## src/rtl/uart_pkg.sv

```systemverilog
`timescale 1ns/1ps
// Shared UART definitions: receiver FSM states, received-frame payload,
// and the divider/parity helpers also used by the transmitter.
package uart_pkg;

  localparam int unsigned DATA_BITS = 8;

  typedef enum logic [2:0] {
    IDLE       = 3'd0,
    START      = 3'd1,
    DATA       = 3'd2,
    PARITY     = 3'd3,
    STOP       = 3'd4,
    BREAK_WAIT = 3'd5
  } rx_state_e;

  typedef struct packed {
    logic [DATA_BITS-1:0] data;
    logic                 parity_error;
    logic                 stop_error;
  } rx_frame_t;

  // Clocks per oversample tick, truncated.
  function automatic int unsigned calc_div(input int unsigned clk_hz,
                                           input int unsigned baud,
                                           input int unsigned os);
    return clk_hz / (baud * os);
  endfunction

  // Expected parity bit for a data word.
  function automatic logic calc_parity(input logic [DATA_BITS-1:0] data,
                                       input logic                 odd);
    return (^data) ^ odd;
  endfunction

endpackage

```

## src/rtl/uart_baud_tick.sv

```systemverilog
`timescale 1ns/1ps
// Oversample tick generator: free-running 0..DIV-1 counter with a
// synchronous phase restart and a registered one-cycle tick at DIV-1.
module uart_baud_tick #(
  parameter int unsigned DIV = 325
) (
  input  logic clk,
  input  logic rst_n,
  input  logic restart,
  output logic tick
);

  localparam int unsigned CNT_W = (DIV > 1) ? $clog2(DIV) : 1;
  localparam logic [CNT_W-1:0] CNT_LAST = CNT_W'(DIV - 1);

  logic [CNT_W-1:0] cnt;
  logic [CNT_W-1:0] cnt_nxt;

  always_comb begin
    cnt_nxt = cnt + CNT_W'(1);
    if (restart || (cnt == CNT_LAST)) begin
      cnt_nxt = '0;
    end
  end

  // tick is registered so it is high exactly while cnt sits at DIV-1
  always_ff @(posedge clk or negedge rst_n) begin
    if (!rst_n) begin
      cnt  <= '0;
      tick <= 1'b0;
    end else begin
      cnt  <= cnt_nxt;
      tick <= (cnt_nxt == CNT_LAST);
    end
  end

endmodule

```

## src/rtl/uart_rx_os.sv

```systemverilog
`timescale 1ns/1ps
// Oversampling UART receiver: 2-FF synchronized line, 3-sample majority
// per bit, optional parity, valid/ready holding register with overrun pulse.
module uart_rx_os
  import uart_pkg::*;
#(
  parameter int unsigned CLK_FREQ   = 50000000,
  parameter int unsigned BAUD       = 9600,
  parameter int unsigned OVERSAMPLE = 16,
  parameter int unsigned PARITY_EN  = 1,
  parameter int unsigned PARITY_ODD = 0
) (
  input  logic                 clk,
  input  logic                 reset,
  input  logic                 rxd,
  input  logic                 rx_ready,
  output logic [DATA_BITS-1:0] data_out,
  output logic                 valid_rx,
  output logic                 parity_error,
  output logic                 stop_error,
  output logic                 overrun,
  output logic                 rx_busy
);

  localparam int unsigned DIV  = calc_div(CLK_FREQ, BAUD, OVERSAMPLE);
  localparam int unsigned SC_W = $clog2(OVERSAMPLE);
  localparam int unsigned BC_W = $clog2(DATA_BITS);

  localparam logic [SC_W-1:0] SC_A    = SC_W'(OVERSAMPLE / 2 - 1);
  localparam logic [SC_W-1:0] SC_B    = SC_W'(OVERSAMPLE / 2);
  localparam logic [SC_W-1:0] SC_MID  = SC_W'(OVERSAMPLE / 2 + 1);
  localparam logic [SC_W-1:0] SC_LAST = SC_W'(OVERSAMPLE - 1);
  localparam logic [BC_W-1:0] BIT_LAST = BC_W'(DATA_BITS - 1);
  localparam logic            PAR_ODD  = 1'(PARITY_ODD);

  logic rxd_m;
  logic rxd_s;
  logic tick;

  rx_state_e state;
  rx_state_e state_nxt;

  logic [SC_W-1:0]      sc;
  logic [BC_W-1:0]      bit_cnt;
  logic                 samp_a;
  logic                 samp_b;
  logic [DATA_BITS-1:0] shift;
  logic                 par_err;
  logic                 stop_err;
  logic                 frame_done;

  logic      mid_c;
  logic      wrap_c;
  logic      maj_c;
  logic      restart_c;
  logic      shift_en_c;
  logic      bit_adv_c;
  logic      par_chk_c;
  logic      stop_chk_c;
  rx_frame_t frame_c;

  // Line synchronizer; idles high out of reset
  always_ff @(posedge clk or negedge reset) begin
    if (!reset) begin
      rxd_m <= 1'b1;
      rxd_s <= 1'b1;
    end else begin
      rxd_m <= rxd;
      rxd_s <= rxd_m;
    end
  end

  uart_baud_tick #(
    .DIV (DIV)
  ) u_baud_tick (
    .clk     (clk),
    .rst_n   (reset),
    .restart (restart_c),
    .tick    (tick)
  );

  assign mid_c   = tick && (sc == SC_MID);
  assign wrap_c  = tick && (sc == SC_LAST);
  assign maj_c   = (samp_a & samp_b) | (samp_a & rxd_s) | (samp_b & rxd_s);
  assign frame_c = {shift, par_err, stop_err};

  always_ff @(posedge clk or negedge reset) begin
    if (!reset) begin
      state <= IDLE;
    end else begin
      state <= state_nxt;
    end
  end

  always_comb begin
    state_nxt = state;
    case (state)
      IDLE:       if (!rxd_s) state_nxt = START;
      START: begin
        if (mid_c && maj_c) begin
          state_nxt = IDLE;
        end else if (wrap_c) begin
          state_nxt = DATA;
        end
      end
      DATA: begin
        if (wrap_c && (bit_cnt == BIT_LAST)) begin
          state_nxt = (PARITY_EN != 0) ? PARITY : STOP;
        end
      end
      PARITY:     if (wrap_c) state_nxt = STOP;
      STOP:       if (mid_c) state_nxt = maj_c ? IDLE : BREAK_WAIT;
      BREAK_WAIT: if (tick && rxd_s) state_nxt = IDLE;
      default:    state_nxt = IDLE;
    endcase
  end

  always_comb begin
    restart_c  = 1'b0;
    shift_en_c = 1'b0;
    bit_adv_c  = 1'b0;
    par_chk_c  = 1'b0;
    stop_chk_c = 1'b0;
    case (state)
      IDLE:    restart_c = !rxd_s;
      DATA: begin
        shift_en_c = mid_c;
        bit_adv_c  = wrap_c;
      end
      PARITY:  par_chk_c  = mid_c;
      STOP:    stop_chk_c = mid_c;
      default: ;
    endcase
  end

  // Bit timing, majority samples and frame assembly
  always_ff @(posedge clk or negedge reset) begin
    if (!reset) begin
      sc         <= '0;
      bit_cnt    <= '0;
      samp_a     <= 1'b1;
      samp_b     <= 1'b1;
      shift      <= '0;
      par_err    <= 1'b0;
      stop_err   <= 1'b0;
      frame_done <= 1'b0;
    end else begin
      frame_done <= stop_chk_c;
      if (restart_c) begin
        sc       <= '0;
        bit_cnt  <= '0;
        par_err  <= 1'b0;
        stop_err <= 1'b0;
      end else if (tick) begin
        sc <= (sc == SC_LAST) ? '0 : sc + SC_W'(1);
      end
      if (tick && (sc == SC_A)) samp_a <= rxd_s;
      if (tick && (sc == SC_B)) samp_b <= rxd_s;
      if (shift_en_c) shift <= {maj_c, shift[DATA_BITS-1:1]};
      if (bit_adv_c) bit_cnt <= bit_cnt + BC_W'(1);
      if (par_chk_c) par_err <= maj_c ^ calc_parity(shift, PAR_ODD);
      if (stop_chk_c) stop_err <= !maj_c;
    end
  end

  // Holding register: a completed frame loads only when the slot is free
  always_ff @(posedge clk or negedge reset) begin
    if (!reset) begin
      data_out     <= '0;
      parity_error <= 1'b0;
      stop_error   <= 1'b0;
      valid_rx     <= 1'b0;
      overrun      <= 1'b0;
      rx_busy      <= 1'b0;
    end else begin
      overrun <= 1'b0;
      rx_busy <= (state_nxt != IDLE);
      if (frame_done) begin
        if (!valid_rx || rx_ready) begin
          {data_out, parity_error, stop_error} <= frame_c;
          valid_rx <= 1'b1;
        end else begin
          overrun <= 1'b1;
        end
      end else if (valid_rx && rx_ready) begin
        valid_rx <= 1'b0;
      end
    end
  end

endmodule

```

## config.mk

```make
export PLATFORM = sky130hd
export DESIGN_NAME = uart_rx_os
export DESIGN_NICKNAME = d
export VERILOG_FILES = /design/src/rtl/uart_pkg.sv /design/src/rtl/uart_baud_tick.sv /design/src/rtl/uart_rx_os.sv
export SDC_FILE = /design/constraint.sdc
export NUM_CORES = 1
export LEC_CHECK = 0
export CORE_ASPECT_RATIO = 1.1
export CORE_UTILIZATION = 40
export DETAILED_ROUTE_END_ITERATION = 12
export PLACE_DENSITY = 0.62
export SYNTH_ARGS = -nofsm -noshare
export SYNTH_HDL_FRONTEND = slang
export SYNTH_SLANG_ARGS = --single-unit
```

## constraint.sdc

```tcl
create_clock -name clk -period 3.1 [get_ports clk]
set_input_delay 0.93 -clock clk [delete_from_list [all_inputs] [get_ports clk]]
set_output_delay 0.93 -clock clk [all_outputs]
set_load 0.01 [all_outputs]
```

==> results of run 1 <==
## routing by layer
metal	GRT usage	up-vias	part of all wire
met1	0.1802	726	0.48
li1	-	719	-
met2	0.2216	17	0.47
met5	0	-	0
met4	0.06981	0	0.020
met3	0.04005	8	0.030
## final timing paths
check                            start  cells past startpoint                  to  slack [ns]
setup reg to reg                 sc[1]                      6            state[0]        1.25
setup / recovery           data_out[0]                      1         data_out[0]        0.97
max in group asynchronous        reset                      2              samp_b        1.90
hold / removal                   rxd_m                      0               rxd_s        0.36
min in group asynchronous        reset                      1  u_baud_tick.cnt[0]        0.61
hold reg to reg                  rxd_m                      0               rxd_s        0.36
## Yosys cell counts, types with 2 or more instances
master and n:
dfrtp_1 44, mux2_2 19, nand2_1 14, nor2_1 10, inv_1 9, a21oi_1 8, xnor2_1 8, ha_1 7
nand3_1 7, mux2i_1 6, o21ai_0 6, or3_1 6, nand2b_1 5, buf_2 4, dfstp_2 4, buf_6 3
xor2_1 3, and4b_1 2, nand4_1 2, nand4b_1 2, nor3_1 2
## final cells by class
cell class | instances | area [sq um]
inverters | 9 | 33.78
multi-input cells | 131 | 1055
fillers | 524 | 2850
repair buffers | 17 | 175.2
clock inverters | 2 | 38.79
clock buffers | 6 | 82.58
well taps | 75 | 93.84
flip-flops and latches | 48 | 1206
## flip-flops by register name, summed over array words and instances (netlist names)
| register | count |
|---|---|
| stop_error | 1 |
| rxd_m | 1 |
| sc | 4 |
| u_baud_tick.cnt | 9 |
| state | 3 |
| data_out | 8 |
| u_baud_tick.tick | 1 |
| stop_err | 1 |
| samp_a | 1 |
| bit_cnt | 3 |
| samp_b | 1 |
| shift | 8 |
| valid_rx | 1 |
| rxd_s | 1 |
| par_err | 1 |
| parity_error | 1 |
| rx_busy | 1 |
| frame_done | 1 |
| overrun | 1 |
## through the flow
step                cell area (sq um)  power [uW]    util
detailed placement               2564       661.1  0.4632
CTS                              2685        1144  0.4851
finish                           2685        1122  0.4851
global route                     2685        1164  0.4851
global placement                 2564       660.9  0.4632
floorplan                        2349       641.8       -
## worst register-to-register path, cell delays in order, from the launching register on
cell	delay, ns
dfrtp_1	0.42
inv_1	0.11
ha_1	0.18
nand4b_2	0.17
or4b_1	0.54
a31oi_1	0.22
o21bai_1	0.14
## power by group through the flow
stage	Sequential (uW)	Clock, uW	Combinational [uW]
global placement	642	0	19.2
detailed placement	642	0	19.4
finish	629	475	17.8
floorplan	642	0	0.254
global route	630	512	21.4
CTS	630	495	19.4
## logic make-up (layout without fill, tap and decap cells)
kind of cell | after synthesis | count (layout) | synth area share
AOI/OAI and AO/OA | 24 | 24 | 0.07992
xor gates and xnor gates | 12 | 12 | 0.05062
adders and majority gates | 8 | 8 | 0.04209
buffers and inverters | 16 | 34 | 0.03729
DFF | 48 | 48 | 0.5136
muxes | 26 | 26 | 0.1215
and+or+nand+nor | 61 | 61 | 0.1550
==> impl_metrics.yaml, run 1 <==
routing:
  drt-total-wl_um: 3852
  drt-initial-drc-count: 129
  vias: 1470
  drt-pass1-iter-count: 4
  viasPerCell: 5.104
  ant_nets: 0
  drcViolationCount: 0
  wl_per_cell_um: 13.38
yosys:
  synthesis.nets: 206
  synth_edf_count: 0
  ys_seq_area_frac: 0.5136
  avgSynthCellArea_sq_um: 12.04
  yosys.area.top_type_share: 0.4688
  synthFlopType: "dfrtp_1"
  syn_area_sq_um: 2349
  yosysWarningCount: 0
  async_reset_ff_frac: 1.000
  ys_ff_latch: 48
  yosysTopAreaCell: "dfrtp_1"
  synth.distinct_cells: 45
  synth_area_leaders: "dfrtp_1, mux2_2, dfstp_2, ha_1, xnor2_1"
  synth_cells: 195
pwr:
  p_int_uw: 897.3
  p_leak_uw: 0.001242
  p_seq_frac: 0.561
  ir_drop_uv: 213.1
  power.switching_uw: 225.0
  p_sw_frac: 0.2005
  p_per_area_nw_per_um2: 418.0
  clkPwrFrac: 0.423
  combPwrFrac: 0.016
timing:
  fin_crit_ns: 2.130
  setup_tns_ns: 0
  postLayoutSetupSlackWorst_ns: 0.9696
  rsz0062_at_grt: "false"
  final_hold_viol_count: 0
  worst_pin_slew_ns: 0.7263
  finClkSkew_ns: 0.005637
  slew_headroom: 0.5141
  final_max_slew_viol_count: 0
  clock.fmax_mhz: 469.4
  whs_ns: 0.3550
  setup_viol: 0
  layout_worst_path_cycle_share: 0.6872
global_routing:
  grt_start_max_net_pins: 26
  grt_pass1_wl_um: 6465
  antenna_found_initial: 0
  overflow: 0
  grt_pass1_vias: 1423
  grt_usage: 0.1419
worst_setup_path:
  endpoint_kind: "output pin"
  cpPeakStageDelay_ns: 0.54
  crit_type: "reg -> out"
  crit_arrival_ns: 1.20
  path_delay_family: "buffers and inverters"
  critPathSlowestCell: "clkdlybuf4s50_1"
  crit_fanout: 2
  crit_required_ns: 2.17
  crit_path_cell_trace: "clkdlybuf4s50_1"
  cp-start-kind: "flop"
  critical_path_buf_inv_count: 1
floorplan:
  rows: 28
  die_y_um: 82.37
  die_area_sq_um: 6182
  initial_core_util: 0.4243
  die_w_um: 75.06
  io_pins: 17
  placeableCoreArea_sq_um: 5535
clock_network:
  tritoncts: "built"
  cts_setup_buffers: 0
  clockBufferDepth: 2
  clkTransAtPathRegs_ns: 0.09
  clock_sinks: 48
  postCtsHoldBufs: 0
  cts_resized: 0
  clock_latency_ns: 0.30
  cts_buffers: 5
  clock_tree.root_cell: "clkbuf_8"
  h-tree-depth: 2
min_path:
  hold_path.class: "reg -> reg"
job:
  maxCapViolCount: 0
placement:
  hpwl_um: 2722
  dp_cells: 280
  routabilityCongestion: 0.8017
  preCtsSetupSlack_ns: 0.7027
  port_buffers: 16
outcome:
  status: "complete, no violations"
cells_and_area:
  instances_no_fill: 288
  diodes: 0
  syn_to_final_growth_pct: 14.33
  num-nets-final: 223
  final_common_cell: "dfrtp_1"
  mostFrequentLayoutCells: "dfrtp_1, mux2_2, clkdlybuf4s50_1, nand2_1, nor2_1"
  drive_gt1_frac: 0.1972
No activity file was read; power rests on OpenSTA's default activity.
==> inputs of run 2 (changes only) <==
Settings changed: PLACE_DENSITY 0.62 to 0.64.
Clock period 3.1 ns to 1.9 ns, I/O delays scaled along.
==> impl_metrics.yaml, run 2 (synthesized netlist as in run 1, its figures left out) <==
timing:
  slew_headroom: 0.7048
  clock.fmax_mhz: 556.4
  rsz0062_at_grt: "false"
  fin_crit_ns: 1.797
  layout_worst_path_cycle_share: 0.9459
  setup_tns_ns: 0
  setup_viol: 0
  worst_pin_slew_ns: 0.4428
  final_max_slew_viol_count: 0
  finClkSkew_ns: 0.01162
  final_hold_viol_count: 0
  whs_ns: 0.1939
cells_and_area:
  syn_to_final_growth_pct: 20.46
  largest_reg_flops: 9
  seqCellArea_sq_um: 1206
  final_common_cell: "dfrtp_1"
  multi_input_area_sq_um: 1081
  fin_util: 0.5111
  mostFrequentLayoutCells: "dfrtp_1, mux2_2, clkdlybuf4s50_1, nand2_1, buf_4"
  diodes: 0
  num-nets-final: 237
  drive_gt1_frac: 0.2511
  fillCellCount: 520
  top_register: "u_baud_tick.cnt"
  fin_area_sq_um: 2829
  top_regs: "u_baud_tick.cnt x9, data_out x8, shift x8"
  instances_no_fill: 302
floorplan:
  placeableCoreArea_sq_um: 5535
  io_pins: 17
  die_area_sq_um: 6182
  initial_core_util: 0.4243
  rows: 28
  die_y_um: 82.37
  die_w_um: 75.06
worst_setup_path:
  crit_required_ns: 2.14
  critPathSlowestCell: "dfrtp_1"
  crit_type: "reg -> reg"
  path_delay_family: "simple AND/OR/NAND/NOR gates"
  r2r_end: "u_baud_tick.tick"
  endpoint_kind: "flop"
  crit_path_cell_trace: "ha_1, xnor2_1, or3_4, a2111oi_4, and4b_1"
  crit_arrival_ns: 2.04
  crit_cells: 5
  ff2ff_setup_slack_ns: 0.10
  reg2regPathDepth: 5
  critical_path_buf_inv_count: 0
  rr_startpoint: "u_baud_tick.cnt[0]"
  crit_fanout: 4
  cp-start-kind: "flop"
  cpPeakStageDelay_ns: 0.42
global_routing:
  antenna_found_initial: 0
  grt_pass1_wl_um: 6679
  grt_pass1_vias: 1405
  grt_usage: 0.1490
  grt_start_max_net_pins: 33
  overflow: 0
clock_network:
  clkTransAtPathRegs_ns: 0.09
  tritoncts: "built"
  cts_buffers: 5
  clock_tree.root_cell: "clkbuf_8"
  clock_latency_ns: 0.31
  h-tree-depth: 2
  clock_sinks: 48
  clockBufferDepth: 2
placement:
  hpwl_um: 2738
  place_area_sq_um: 2651
  port_buffers: 16
  dp_cells: 290
  routabilityCongestion: 0.7627
pwr:
  p_per_area_nw_per_um2: 653.7
  ir_drop_uv: 433.6
  p_leak_uw: 0.001340
job:
  maxCapViolCount: 0
routing:
  ant_nets: 0
  drcViolationCount: 0
  viasPerCell: 4.977
  drt-total-wl_um: 3914
  drt-initial-drc-count: 68
  vias: 1503
  drt-pass1-iter-count: 4
  wl_per_cell_um: 12.96
outcome:
  status: "complete, no violations"
min_path:
  hold_path.class: "in -> async"
==> run 2: stage by stage <==
step,setup slack (ns),total power [uW]
final,0.1028,1849
after global routing,0.01112,1919
after CTS,0.05776,1877
after detailed placement,0.04038,1081
after global placement,0.05971,1081
after floorplan,0.2425,1047
==> run 2: cell type report <==
class | instances | share of cell area
Clock buffer | 6 | 0.02919
Timing Repair Buffer | 31 | 0.1035
Inverter | 9 | 0.01194
Clock inverter | 2 | 0.01371
Multi-Input combinational cell | 131 | 0.3821
Tap cell | 75 | 0.03317
Sequential cell | 48 | 0.4264
==> run 2: repair_timing <==
| item | 4_1_cts | 5_1_grt |
|---|---|---|
| setup buffers | 0 | 4 |
| endpoints found under the setup margin | 0 | 2 |
| hold buffers | 0 | 0 |
| resized for setup | 0 | 3 |
==> run 2: worst max-delay path by stage <==
stage                             from               end  slack [ns]
finish              u_baud_tick.cnt[0]  u_baud_tick.tick        0.10
global route                     sc[1]          state[0]        0.01
CTS                 u_baud_tick.cnt[0]  u_baud_tick.tick        0.06
detailed placement            rx_ready       data_out[4]        0.04
global placement              rx_ready       data_out[1]        0.06
floorplan           u_baud_tick.cnt[0]  u_baud_tick.tick        0.24
==> run 2: routing by layer <==
metal  wire (um)  global-route usage
met4          87             0.08113
met2        1848              0.2252
met1        1884              0.1958
met5           0                   0
met3          94             0.03641
==> run 2: report_power, final <==
part,internal (uW),leakage [uW],switching [uW]
clock,431,0.0000614,360
combinational,10.1,0.000642,22.5
sequential,1020,0.000636,0.865
